==> config.mk <==
export PLATFORM = sky130hd
export DESIGN_NAME = multi_dest_packetizer
export DESIGN_NICKNAME = d
export VERILOG_FILES = /design/src/rtl/multi_dest_packetizer.sv
export SDC_FILE = /design/constraint.sdc
export NUM_CORES = 1
export LEC_CHECK = 0
export CAP_MARGIN = 30
export CORE_ASPECT_RATIO = 0.7
export CORE_UTILIZATION = 30
export DETAILED_ROUTE_END_ITERATION = 7
export GPL_TIMING_DRIVEN = 0
export PLACE_DENSITY = 0.61
export SLEW_MARGIN = 5
export SYNTH_ARGS = -nofsm -noshare
export SYNTH_HDL_FRONTEND = slang
export SYNTH_SLANG_ARGS = --single-unit
export TNS_END_PERCENT = 50
==> constraint.sdc <==
create_clock -name aclk -period 7.9 [get_ports aclk]
set_input_delay 1.185 -clock aclk [delete_from_list [all_inputs] [get_ports aclk]]
set_output_delay 1.185 -clock aclk [all_outputs]
set_load 0.05 [all_outputs]
==> src/rtl/multi_dest_packetizer.sv <==
// Routes deframed rx bytes to per-destination packet streams by their leading
// destination byte, and merges per-destination tx packets onto one frame stream.
module multi_dest_packetizer #(
  parameter int NUM_CHANNELS   = 8,
  parameter int DROP_CNT_WIDTH = 16
) (
  input  logic                        aclk,
  input  logic                        aresetn,
  input  logic                        rx_frame_tvalid,
  output logic                        rx_frame_tready,
  input  logic [7:0]                  rx_frame_tdata,
  input  logic                        rx_frame_tlast,
  output logic                        tx_frame_tvalid,
  input  logic                        tx_frame_tready,
  output logic [7:0]                  tx_frame_tdata,
  output logic                        tx_frame_tlast,
  output logic [NUM_CHANNELS-1:0]     rx_packet_tvalid,
  input  logic [NUM_CHANNELS-1:0]     rx_packet_tready,
  output logic [7:0]                  rx_packet_tdata,
  output logic                        rx_packet_tlast,
  input  logic [NUM_CHANNELS-1:0]     tx_packet_tvalid,
  output logic [NUM_CHANNELS-1:0]     tx_packet_tready,
  input  logic [8*NUM_CHANNELS-1:0]   tx_packet_tdata,
  input  logic [NUM_CHANNELS-1:0]     tx_packet_tlast,
  output logic [DROP_CNT_WIDTH-1:0]   drop_count
);

  localparam int CH_W = (NUM_CHANNELS > 1) ? $clog2(NUM_CHANNELS) : 1;

  typedef enum logic [1:0] {RX_IDLE, RX_PAYLOAD, RX_DISCARD} rx_state_t;
  typedef enum logic [1:0] {TX_IDLE, TX_HEADER, TX_PAYLOAD} tx_state_t;

  function automatic logic [DROP_CNT_WIDTH-1:0] sat_inc(input logic [DROP_CNT_WIDTH-1:0] v);
    return (&v) ? v : v + DROP_CNT_WIDTH'(1);
  endfunction

  rx_state_t       rx_state, rx_state_nxt;
  logic [CH_W-1:0] rx_ch;
  logic            rx_hs, hdr_in_range, hdr_drop;

  assign rx_hs        = rx_frame_tvalid & rx_frame_tready;
  assign hdr_in_range = ({1'b0, rx_frame_tdata} < 9'(NUM_CHANNELS));
  assign hdr_drop     = rx_hs & (rx_state == RX_IDLE) & (rx_frame_tlast | ~hdr_in_range);

  // Rx: header decode and payload demux
  always_ff @(posedge aclk or negedge aresetn) begin
    if (!aresetn) begin
      rx_state   <= RX_IDLE;
      rx_ch      <= '0;
      drop_count <= '0;
    end else begin
      rx_state <= rx_state_nxt;
      if (rx_state == RX_IDLE && rx_hs)
        rx_ch <= rx_frame_tdata[CH_W-1:0];
      if (hdr_drop)
        drop_count <= sat_inc(drop_count);
    end
  end

  always_comb begin
    rx_state_nxt = rx_state;
    case (rx_state)
      RX_IDLE:
        if (rx_hs && !rx_frame_tlast)
          rx_state_nxt = hdr_in_range ? RX_PAYLOAD : RX_DISCARD;
      RX_PAYLOAD, RX_DISCARD:
        if (rx_hs && rx_frame_tlast)
          rx_state_nxt = RX_IDLE;
      default: rx_state_nxt = RX_IDLE;
    endcase
  end

  // aresetn gates IDLE's tready so nothing is accepted while reset is held
  always_comb begin
    rx_frame_tready  = 1'b0;
    rx_packet_tvalid = '0;
    case (rx_state)
      RX_IDLE:    rx_frame_tready = aresetn;
      RX_PAYLOAD: begin
        rx_packet_tvalid[rx_ch] = rx_frame_tvalid;
        rx_frame_tready         = rx_packet_tready[rx_ch];
      end
      RX_DISCARD: rx_frame_tready = 1'b1;
      default:    rx_frame_tready = 1'b0;
    endcase
  end

  assign rx_packet_tdata = rx_frame_tdata;
  assign rx_packet_tlast = rx_frame_tlast;

  tx_state_t       tx_state, tx_state_nxt;
  logic [CH_W-1:0] tx_ptr, tx_grant, arb_pick;
  logic            arb_any, tx_hs;

  assign tx_hs = tx_frame_tvalid & tx_frame_tready;

  // Tx: round-robin search starting just above the last served channel
  always_comb begin
    arb_any  = 1'b0;
    arb_pick = '0;
    for (int i = 1; i <= NUM_CHANNELS; i++) begin
      if (!arb_any && tx_packet_tvalid[(int'(tx_ptr) + i) % NUM_CHANNELS]) begin
        arb_any  = 1'b1;
        arb_pick = CH_W'((int'(tx_ptr) + i) % NUM_CHANNELS);
      end
    end
  end

  always_ff @(posedge aclk or negedge aresetn) begin
    if (!aresetn) begin
      tx_state <= TX_IDLE;
      tx_grant <= '0;
      tx_ptr   <= CH_W'(NUM_CHANNELS - 1);
    end else begin
      tx_state <= tx_state_nxt;
      if (tx_state == TX_IDLE && arb_any)
        tx_grant <= arb_pick;
      if (tx_state == TX_PAYLOAD && tx_hs && tx_frame_tlast)
        tx_ptr <= tx_grant;
    end
  end

  always_comb begin
    tx_state_nxt = tx_state;
    case (tx_state)
      TX_IDLE:    if (arb_any) tx_state_nxt = TX_HEADER;
      TX_HEADER:  if (tx_frame_tready) tx_state_nxt = TX_PAYLOAD;
      TX_PAYLOAD: if (tx_hs && tx_frame_tlast) tx_state_nxt = TX_IDLE;
      default:    tx_state_nxt = TX_IDLE;
    endcase
  end

  always_comb begin
    tx_frame_tvalid  = 1'b0;
    tx_frame_tdata   = '0;
    tx_frame_tlast   = 1'b0;
    tx_packet_tready = '0;
    case (tx_state)
      TX_HEADER: begin
        tx_frame_tvalid = 1'b1;
        tx_frame_tdata  = 8'(tx_grant);
      end
      TX_PAYLOAD: begin
        tx_frame_tvalid            = tx_packet_tvalid[tx_grant];
        tx_frame_tdata             = tx_packet_tdata[int'(tx_grant)*8 +: 8];
        tx_frame_tlast             = tx_packet_tlast[tx_grant];
        tx_packet_tready[tx_grant] = tx_frame_tready;
      end
      default: ;
    endcase
  end

endmodule

==> out/qor.txt <==
Total design power - 1.77 mW
Synthesis Warnings - 0
Total number of vias - 3486
Area grow syn2layout - 55.2%
Worst Hold Class - reg2reg
Hold Violations, Final - 0
Initial antenna violation count - 0
CP startpoint kind - input pin
WL final - 10600 µm
Worst Hold Margin - 0.481 ns
Vias in the first global route - 3296
Antenna fix cells - 0
Tmin final - 4.59 ns
Fin area - 5300 µm²
Post_cts resized - 0
Top FF cell, synth - dfrtp_1
Most frequent cell after synthesis - mux4_2
Remaining Overflow, GRT - 0
Buffers on Ports - 152
CTS tree - yes
Critical path required time - 6.71 ns
Status - finished, final reports clean
Power Dens Cells - 335 nW/µm²
Layout cell share with drive strength beyond 1 - 15.6%
Die H - 91.3 µm
Share of synthesized flip-flops with an asynchronous set or reset - 100%
Most common library cells after synthesis - mux4_2 (33), nand2_1 (27), dfrtp_1 (26), nor2_1 (23), inv_1 (17)
CP arrival - 3.41 ns
Yosys top cell by area - mux4_2
Drt initial violations - 168
Seq/Total Area, Yosys - 21.4%
WL/cell - 16.1 µm
ANT nets after route - 0
P_leak - 2.10 nW
Worst-Skew Late Latency - 0.27 ns
Drt first pass iters - 4
Hold bufs inserted after CTS - 0
Psw - 859 µW
Cells after DPL - 651
Starting Density - 30.9%
RSZ-0062 raised after global routing - false
Final Util - 48.0%
Gate power share - 75.0%
Critical path class - in2out
Die span in x - 130 µm
Crit end category - output pin
VDD IR max - 0.194 mV
Final Non-Filler Cells - 660
Final Max Tran Viols - 0
CP Max Fanout - 10
CTS Sinks - 29
Period utilization - 58.1%
H-tree depth - 2
CTS Buf Count - 5
Top cell type's share of synthesized area - 21.8%
EDFF count, synth - 0
Clock buffer depth - 2
Core area - 11100 µm²
Power share of the clock group - 11.0%
Relative slew slack - 52.8%
Synth Instances - 345
Residual DRC - 0
Largest net degree at the start of global routing - 32
Die area - 11800 µm²
Synthesized area per cell - 9.90 µm²
Worst-Margin Slew - 0.705 ns
RD Place Congestion - 0.830
Ports - 153
DP Area - 5130 µm²
Clk pin slew, worst setup/hold paths - 0.05 ns
Layout Skew - 0.00409 ns
Ranking of synthesized cells by area - mux4_2 (22%), dfrtp_1 (19%), mux2i_1 (4.4%), ha_1 (4.0%), xor2_1 (3.3%)
Mapped Area - 3420 µm²
Fin worst setup slack - 3.31 ns
Final #Nets - 618
Setup TNS - 0 ns
Syn Nets - 457
Final Setup Violations - 0
Rows - 32
Sequential share of power - 14.0%
Synth unique cells - 60
Vias per cell - 5.28
Post-CTS Setup Repair Bufs - 0
First-pass GRT wire length - 16800 µm
CTS root buffer - clkbuf_16
Pint - 915 µW
Synth Register Bits - 29
F_max - 0.218 GHz
Switching Fraction - 48.4%
Detailed-placement wirelength estimate - 8540 µm
Gr usage total - 18.1%
Dpl ws - 3.33 ns
Max-cap violations - 0
logic make-up (layout without fill, tap and decap cells):
logic type | count (synthesis) | count (layout) | synth area share [%]
XOR/XNOR | 20 | 20 | 5.13
AO/OA/AOI/OAI | 56 | 56 | 11.7
AND/OR/NAND/NOR | 119 | 119 | 17.8
buffers and inverters | 47 | 209 | 7.00
adder cells (fa/ha/maj) | 11 | 11 | 4.03
multiplexers | 63 | 63 | 33.0
flip-flops | 29 | 29 | 21.4
cell usage in the layout (no fill, tap or decap), types with 4 or more instances in the layout:
| cell type | netlist | final |
|---|---|---|
| clkbuf_16 | 0 | 5 |
| mux2_2 | 8 | 8 |
| dfrtp_1 | 26 | 26 |
| clkbuf_1 | 8 | 8 |
| nand3_1 | 14 | 14 |
| clkdlybuf4s50_1 | 0 | 151 |
| xnor2_1 | 7 | 7 |
| buf_2 | 5 | 6 |
| buf_1 | 4 | 5 |
| ha_1 | 11 | 11 |
| and3_1 | 7 | 7 |
| inv_1 | 17 | 17 |
| buf_4 | 9 | 9 |
| mux2i_1 | 15 | 15 |
| o22ai_1 | 6 | 6 |
| xor2_1 | 13 | 13 |
| nor2_1 | 23 | 23 |
| nor4_1 | 8 | 8 |
| nand2_1 | 27 | 27 |
| nand4_1 | 4 | 4 |
| mux4_1 | 4 | 4 |
| nand2b_1 | 6 | 6 |
| nor3_1 | 16 | 16 |
| a21oi_1 | 8 | 8 |
| mux4_2 | 33 | 33 |
| o21ai_0 | 12 | 12 |
path summary, 6_finish.rpt:
path	slack [ns]	startpoint	cells after the start	endpoint
worst min-delay path	0.48	drop_count[10]	1	drop_count[10]
worst max-delay path	3.31	tx_packet_tvalid[2]	5	tx_frame_tvalid
min in group asynchronous	0.95	aresetn	1	drop_count[3]
max in group asynchronous	6.52	aresetn	1	drop_count[0]
worst max register to register	4.05	tx_ptr[0]	10	tx_grant[1]
worst min register to register	0.48	drop_count[10]	1	drop_count[10]
layer usage:
| metal | GRT usage, % | wire (µm) | up-vias | part of all wire [%] |
|---|---|---|---|---|
| li1 | - | - | 1640 | - |
| met5 | 0 | 0 | - | 0 |
| met4 | 3.29 | 82 | 0 | 0.77 |
| met1 | 26.1 | 4920 | 1701 | 46 |
| met2 | 28.2 | 4950 | 136 | 47 |
| met3 | 3.30 | 645 | 9 | 6.1 |
registers in the layout, indices dropped and copies added (netlist names):
register	cells
rx_ch	3
tx_ptr	3
drop_count	16
tx_state	2
tx_grant	3
rx_state	2
worst max-delay path, stage by stage:
cell	delay (ns)
clkdlybuf4s50_1	0.68
mux4_2	0.31
mux2i_1	0.08
o21ai_0	0.27
clkdlybuf4s50_1	0.89
cell type report:
cell class / instances / area [µm²]
Inverter: 18 / 67.6
Tap cell: 153 / 191
Clock buffer: 7 / 153
Fill cell: 1057 / 5750
Clock inverter: 1 / 5.00
Multi-Input combinational cell: 269 / 2450
Timing Repair Buffer: 154 / 1540
Buffer: 29 / 171
Sequential cell: 29 / 729
power by group through the flow:
stage | combinational [mW] | sequential [mW] | clock (mW)
2_1_floorplan | 0.930 | 0.285 | 0
3_3_place_gp | 1.30 | 0.250 | 0
3_5_place_dp | 1.31 | 0.250 | 0
4_1_cts | 1.32 | 0.249 | 0.198
5_1_grt | 1.44 | 0.258 | 0.205
6_report | 1.33 | 0.248 | 0.195
No activity file was read; power rests on OpenSTA's default activity.
